===== config.mk =====
export PLATFORM = sky130hd
export DESIGN_NAME = pipe_hazard_ctrl
export DESIGN_NICKNAME = d
export VERILOG_FILES = /design/src/rtl/pipe_ctrl_pkg.sv /design/src/rtl/sat_counter.sv /design/src/rtl/pipe_hazard_ctrl.sv
export SDC_FILE = /design/constraint.sdc
export NUM_CORES = 1
export LEC_CHECK = 0
export ABC_CLOCK_PERIOD_IN_PS = 2500
export BUFFER_PORTS_ARGS = -buffer_cell sky130_fd_sc_hd__clkbuf_2
export CORE_ASPECT_RATIO = 0.75
export CORE_MARGIN = 5
export CORE_UTILIZATION = 50
export DETAILED_ROUTE_END_ITERATION = 6
export PLACE_DENSITY = 0.89
export SLEW_MARGIN = 20
export SYNTH_ARGS = -nofsm -noshare
export SYNTH_HDL_FRONTEND = slang
export SYNTH_SLANG_ARGS = --single-unit

===== constraint.sdc =====
create_clock -name clk -period 2.5 [get_ports clk]
set_clock_uncertainty 0.15 [all_clocks]
set_input_delay 0.125 -clock clk [delete_from_list [all_inputs] [get_ports clk]]
set_output_delay 0.125 -clock clk [all_outputs]
set_load 0.01 [all_outputs]

===== src/rtl/pipe_ctrl_pkg.sv =====
// Shared types and width defaults for the pipeline hazard controller.
package pipe_ctrl_pkg;

  localparam int REG_ADDR_W_DEF = 5;
  localparam int CNT_W_DEF      = 16;

  typedef enum logic {
    RUN        = 1'b0,
    REDIR_WAIT = 1'b1
  } hz_state_t;

endpackage


===== src/rtl/sat_counter.sv =====
// Saturating event counter: one cycle from inc to count, holds at all-ones.
// No backpressure; inc is sampled every cycle.
module sat_counter #(
  parameter int CNT_W = 16
) (
  input  logic             clk,
  input  logic             rst,
  input  logic             inc,
  output logic [CNT_W-1:0] count
);

  always_ff @(posedge clk) begin
    if (rst) begin
      count <= '0;
    end else if (inc && (count != {CNT_W{1'b1}})) begin
      count <= count + 1'b1;
    end
  end

endmodule


===== src/rtl/pipe_hazard_ctrl.sv =====
// Stall/flush sequencer for the 5-stage pipeline; controls are combinational
// from the state register and inputs. A redirect survives imem wait states.
module pipe_hazard_ctrl
  import pipe_ctrl_pkg::*;
#(
  parameter int WIDTH      = 32,
  parameter int REG_ADDR_W = REG_ADDR_W_DEF,
  parameter int CNT_W      = CNT_W_DEF
) (
  input  logic                  clk,
  input  logic                  rst,
  input  logic [REG_ADDR_W-1:0] ID_RS1,
  input  logic [REG_ADDR_W-1:0] ID_RS2,
  input  logic                  ID_USES_RS1,
  input  logic                  ID_USES_RS2,
  input  logic [REG_ADDR_W-1:0] EX_RD,
  input  logic                  EX_MEM_READ,
  input  logic                  EX_BRANCH_TAKEN,
  input  logic [WIDTH-1:0]      EX_TARGET,
  input  logic                  IMEM_READY,
  input  logic                  DMEM_READY,
  output logic                  PC_WRITE,
  output logic                  PC_SEL,
  output logic [WIDTH-1:0]      PC_TARGET,
  output logic                  IF_ID_STALL,
  output logic                  IF_ID_FLUSH,
  output logic                  ID_EX_FLUSH,
  output logic                  PIPE_FREEZE,
  output logic [CNT_W-1:0]      STALL_CNT,
  output logic [CNT_W-1:0]      FLUSH_CNT
);

  hz_state_t        state, state_nxt;
  logic [WIDTH-1:0] pend_target;
  logic             latch_target;
  logic             flush_inc;
  logic             stall_inc;
  logic             load_use;

  assign load_use = EX_MEM_READ && (EX_RD != '0) &&
                    ((ID_USES_RS1 && (ID_RS1 == EX_RD)) ||
                     (ID_USES_RS2 && (ID_RS2 == EX_RD)));

  always_comb begin
    PC_WRITE     = 1'b0;
    PC_SEL       = 1'b0;
    PC_TARGET    = EX_TARGET;
    IF_ID_STALL  = 1'b0;
    IF_ID_FLUSH  = 1'b0;
    ID_EX_FLUSH  = 1'b0;
    PIPE_FREEZE  = 1'b0;
    state_nxt    = state;
    latch_target = 1'b0;
    flush_inc    = 1'b0;

    if (rst) begin
      IF_ID_FLUSH = 1'b1;
      ID_EX_FLUSH = 1'b1;
      state_nxt   = RUN;
    end else begin
      case (state)
        RUN: begin
          if (!DMEM_READY) begin
            PIPE_FREEZE = 1'b1;
            IF_ID_STALL = 1'b1;
          end else if (EX_BRANCH_TAKEN) begin
            IF_ID_FLUSH = 1'b1;
            ID_EX_FLUSH = 1'b1;
            PC_SEL      = 1'b1;
            flush_inc   = 1'b1;
            if (IMEM_READY) begin
              PC_WRITE = 1'b1;
            end else begin
              latch_target = 1'b1;
              state_nxt    = REDIR_WAIT;
            end
          end else if (load_use) begin
            IF_ID_STALL = 1'b1;
            ID_EX_FLUSH = 1'b1;
          end else if (!IMEM_READY) begin
            IF_ID_FLUSH = 1'b1;
          end else begin
            PC_WRITE = 1'b1;
          end
        end
        REDIR_WAIT: begin
          // EX holds the bubble from the original redirect, so a branch here is stale.
          PC_SEL      = 1'b1;
          PC_TARGET   = pend_target;
          IF_ID_FLUSH = 1'b1;
          if (!DMEM_READY) begin
            PIPE_FREEZE = 1'b1;
          end else if (IMEM_READY) begin
            PC_WRITE  = 1'b1;
            state_nxt = RUN;
          end
        end
        default: state_nxt = RUN;
      endcase
    end
  end

  always_ff @(posedge clk) begin
    if (rst) begin
      state       <= RUN;
      pend_target <= '0;
    end else begin
      state <= state_nxt;
      if (latch_target) begin
        pend_target <= EX_TARGET;
      end
    end
  end

  assign stall_inc = !rst && !PC_WRITE;

  sat_counter #(.CNT_W(CNT_W)) u_stall_cnt (
    .clk   (clk),
    .rst   (rst),
    .inc   (stall_inc),
    .count (STALL_CNT)
  );

  sat_counter #(.CNT_W(CNT_W)) u_flush_cnt (
    .clk   (clk),
    .rst   (rst),
    .inc   (flush_inc),
    .count (FLUSH_CNT)
  );

endmodule


==> impl_metrics.py <==
metrics = {
    "outcome": {
        "status": "complete, no violations",
    },
    "floorplanning": {
        "dieHeight_um": 81.1,
        "die_area_mm2": 0.00851,
        "die_x_um": 105,
        "io_pins": 125,
        "rows": 25,
        "start_util_pct": 52.4,
        "core-area_mm2": 0.00644,
    },
    "timing": {
        "layout_min_cycle_time_ps": 2280,
        "setup_ws_ps": 219,
        "fin_tns_setup_ps": 0,
        "whs_ps": 45.8,
        "setup_viol": 0,
        "slew_violations": 0,
        "worst_slew_pin_slew_ps": 610,
        "maxSlewHeadroom_pct": 59.0,
        "rsz0062_at_grt": "no",
        "period_share_pct": 91.2,
        "fmax_mhz": 438,
        "hold_viol": 0,
    },
    "worst_hold_path": {
        "hold_class": "in -> reg",
        "min_from": "IMEM_READY",
    },
    "layout": {
        "nets": 600,
        "fillers": 521,
        "layout-drive-gt1-share_pct": 36.3,
        "layout_commonest_cell": "clkbuf_2",
        "layout_common_cells": "clkbuf_2 (124), nand2_1 (80), dfxtp_1 (65)",
        "syn_to_final_growth_pct": 35.4,
    },
    "pwr": {
        "p_clk_share_pct": 41.1,
        "p_seq_share_pct": 45.3,
        "p_sw_share_pct": 22.7,
        "power_switching_uw": 535,
        "p_leak_nw": 1.87,
        "intPower_mw": 1.82,
        "power_density_mw_per_mm2": 515,
        "max-vdd-ir-drop_mv": 0.321,
        "p_comb_share_pct": 13.6,
    },
    "global_routing": {
        "global_route.usage.total_pct": 21.1,
        "gr-total-overflow": 0,
        "grt_max_degree": 40,
        "grt_pass1_wl_um": 15000,
        "grt_pass1_vias": 3346,
        "antenna_found_initial": 0,
    },
    "logic_synthesis": {
        "ys_ff_latch": 65,
        "yosysUniqueCellTypes": 48,
        "synth_warnings": 0,
        "synthFlopType": "dfxtp_1",
        "ys_seq_area_share_pct": 38.6,
        "syn_nets": 451,
        "async_flop_share_pct": 0,
        "syn_area_mm2": 0.00337,
        "synth_edf_count": 0,
        "avgSynthCellArea_um2": 8.56,
        "synthCells": 394,
    },
    "place": {
        "dpl.hpwl_um": 6310,
        "port_buffers": 124,
        "place_ws_ps": 214,
        "place_congestion": 0.816,
    },
    "clock_tree": {
        "cts_made_buffers": 9,
        "h-tree-depth": 3,
        "cts_sinks": 65,
        "cts.root.buffer_cell": "clkbuf_8",
        "clock_latency_ps": 320,
        "tritoncts": "done",
        "post_cts_buffers": 0,
        "clockBufferDepth": 2,
        "path_clk_slew_ps": 60,
    },
    "routing": {
        "wirelength_um": 8950,
        "viasPerCell": 5.30,
        "route.vias.total": 3331,
        "drt_first_pass_iters": 4,
        "drc": 0,
        "dr.first_iter.drc_count": 83,
        "drtAntennaViolNets": 0,
        "wl_per_cell_um": 14.3,
    },
    "worst_setup_path": {
        "start_kind": "flop",
        "required_ps": 2610,
        "crit_type": "reg -> reg",
        "critPathArrivalTime_ps": 2390,
        "critPathCaptureType": "flop",
        "worstPathMaxFanout": 19,
        "critPathLaunch": "u_stall_cnt.count[0]$_SDFFE_PP0P_",
        "worstReg2RegStart": "u_stall_cnt.count[0]$_SDFFE_PP0P_",
    },
    "run": {
        "max_cap_viol_count": 0,
    },
}
## timing repair
item	4_1_cts	5_1_grt
hold buffers	32	0
endpoints found under the hold margin	32	0
setup endpoints to repair	0	0
resized for setup	0	0
## cell usage after synthesis, types with 2 or more instances
master    count  share of area (%)
nand2_1      80                8.9
dfxtp_1      65                 39
a21oi_1      41                6.1
mux2_2       34                 11
nor2_1       27                3.0
clkbuf_1     17                1.9
xnor2_1      15                3.9
nand3_1      12                1.8
xor2_1       10                2.6
nor2b_1       8                1.5
and3_1        7                1.3
nand4_1       7                1.3
or4_1         7                1.6
o31ai_1       5                1.1
a21oi_2       4                1.0
or3_1         4               0.74
and4_1        3               0.78
buf_1         3               0.33
inv_1         3               0.33
mux2_4        3                1.3
o21ai_0       3               0.44
o21ai_1       3               0.44
and2_1        2               0.37
ha_1          2               0.74
nand2b_1      2               0.37
nor4_2        2               0.74
nor4b_1       2               0.52
o21ai_2       2               0.52
o41ai_1       2               0.52
## power groups by stage
stage               clock, mW  combinational [mW]  sequential, mW
floorplan                   0               0.159            1.09
global placement            0               0.272            1.09
detailed placement          0               0.278            1.09
CTS                     0.997               0.321            1.07
global route             1.04               0.349            1.07
finish                  0.967               0.320            1.07
## per-layer routing
metal | track usage, % | wire [um]
met2 | 38.6 | 4540
met3 | 6.04 | 569
met5 | 0 | 0
met1 | 24.1 | 3720
met4 | 6.13 | 118
## registers in the layout (all words and copies together), names as in the netlist
| signal | cells |
|---|---|
| pend_target | 32 |
| state | 1 |
| u_flush_cnt.count | 16 |
| u_stall_cnt.count | 16 |
## worst paths after layout
| check | slack [ps] | to | cells past startpoint |
|---|---|---|---|
| hold / removal | 50 | state$_SDFF_PP0_ | 3 |
| setup reg to reg | 220 | u_stall_cnt.count[5]$_SDFFE_PP0P_ | 7 |
| hold reg to reg | 300 | pend_target[6]$_SDFFE_PP0P_ | 2 |
| setup / recovery | 220 | u_stall_cnt.count[5]$_SDFFE_PP0P_ | 7 |
## worst max-delay path, cell delays in order (launching register included)
cell and delay, ps:
dfxtp_1 360, ha_1 240, and3_1 190, and3_1 190, nand3_1 170, nor2_4 130, or4b_2 620, a21oi_1 160
## stage by stage
stage	util (%)	cell area [um2]	std cells	power, mW
2_1_floorplan	-	3370	394	1.25
3_3_place_gp	62.5	4030	581	1.36
3_5_place_dp	62.5	4030	581	1.37
4_1_cts	70.9	4570	627	2.38
5_1_grt	70.9	4570	627	2.46
6_report	70.9	4570	628	2.35
## cells by family after synthesis
kind of cell    count (synthesis)  synth area share (%)
simple gates                  172                  25.2
compound gates                 66                  12.5
flops                          65                  38.6
mux                            38                  13.0
buf+inv                        26                  3.48
xor+xnor                       25                  6.49
fa+ha+maj                       2                 0.741
## cell type report
cell class	count	area [um2]	area share [%]
timing repair buffer	161	978	21.4
inverter	3	11.3	0.246
sequential	65	1300	28.5
clock inverter	3	65.1	1.42
antenna	1	2.50	0.0548
tap	81	101	2.22
multi-input combinational	303	1960	42.9
clock buffer	11	151	3.31
Note: power is estimated with default switching activity, not from simulation.
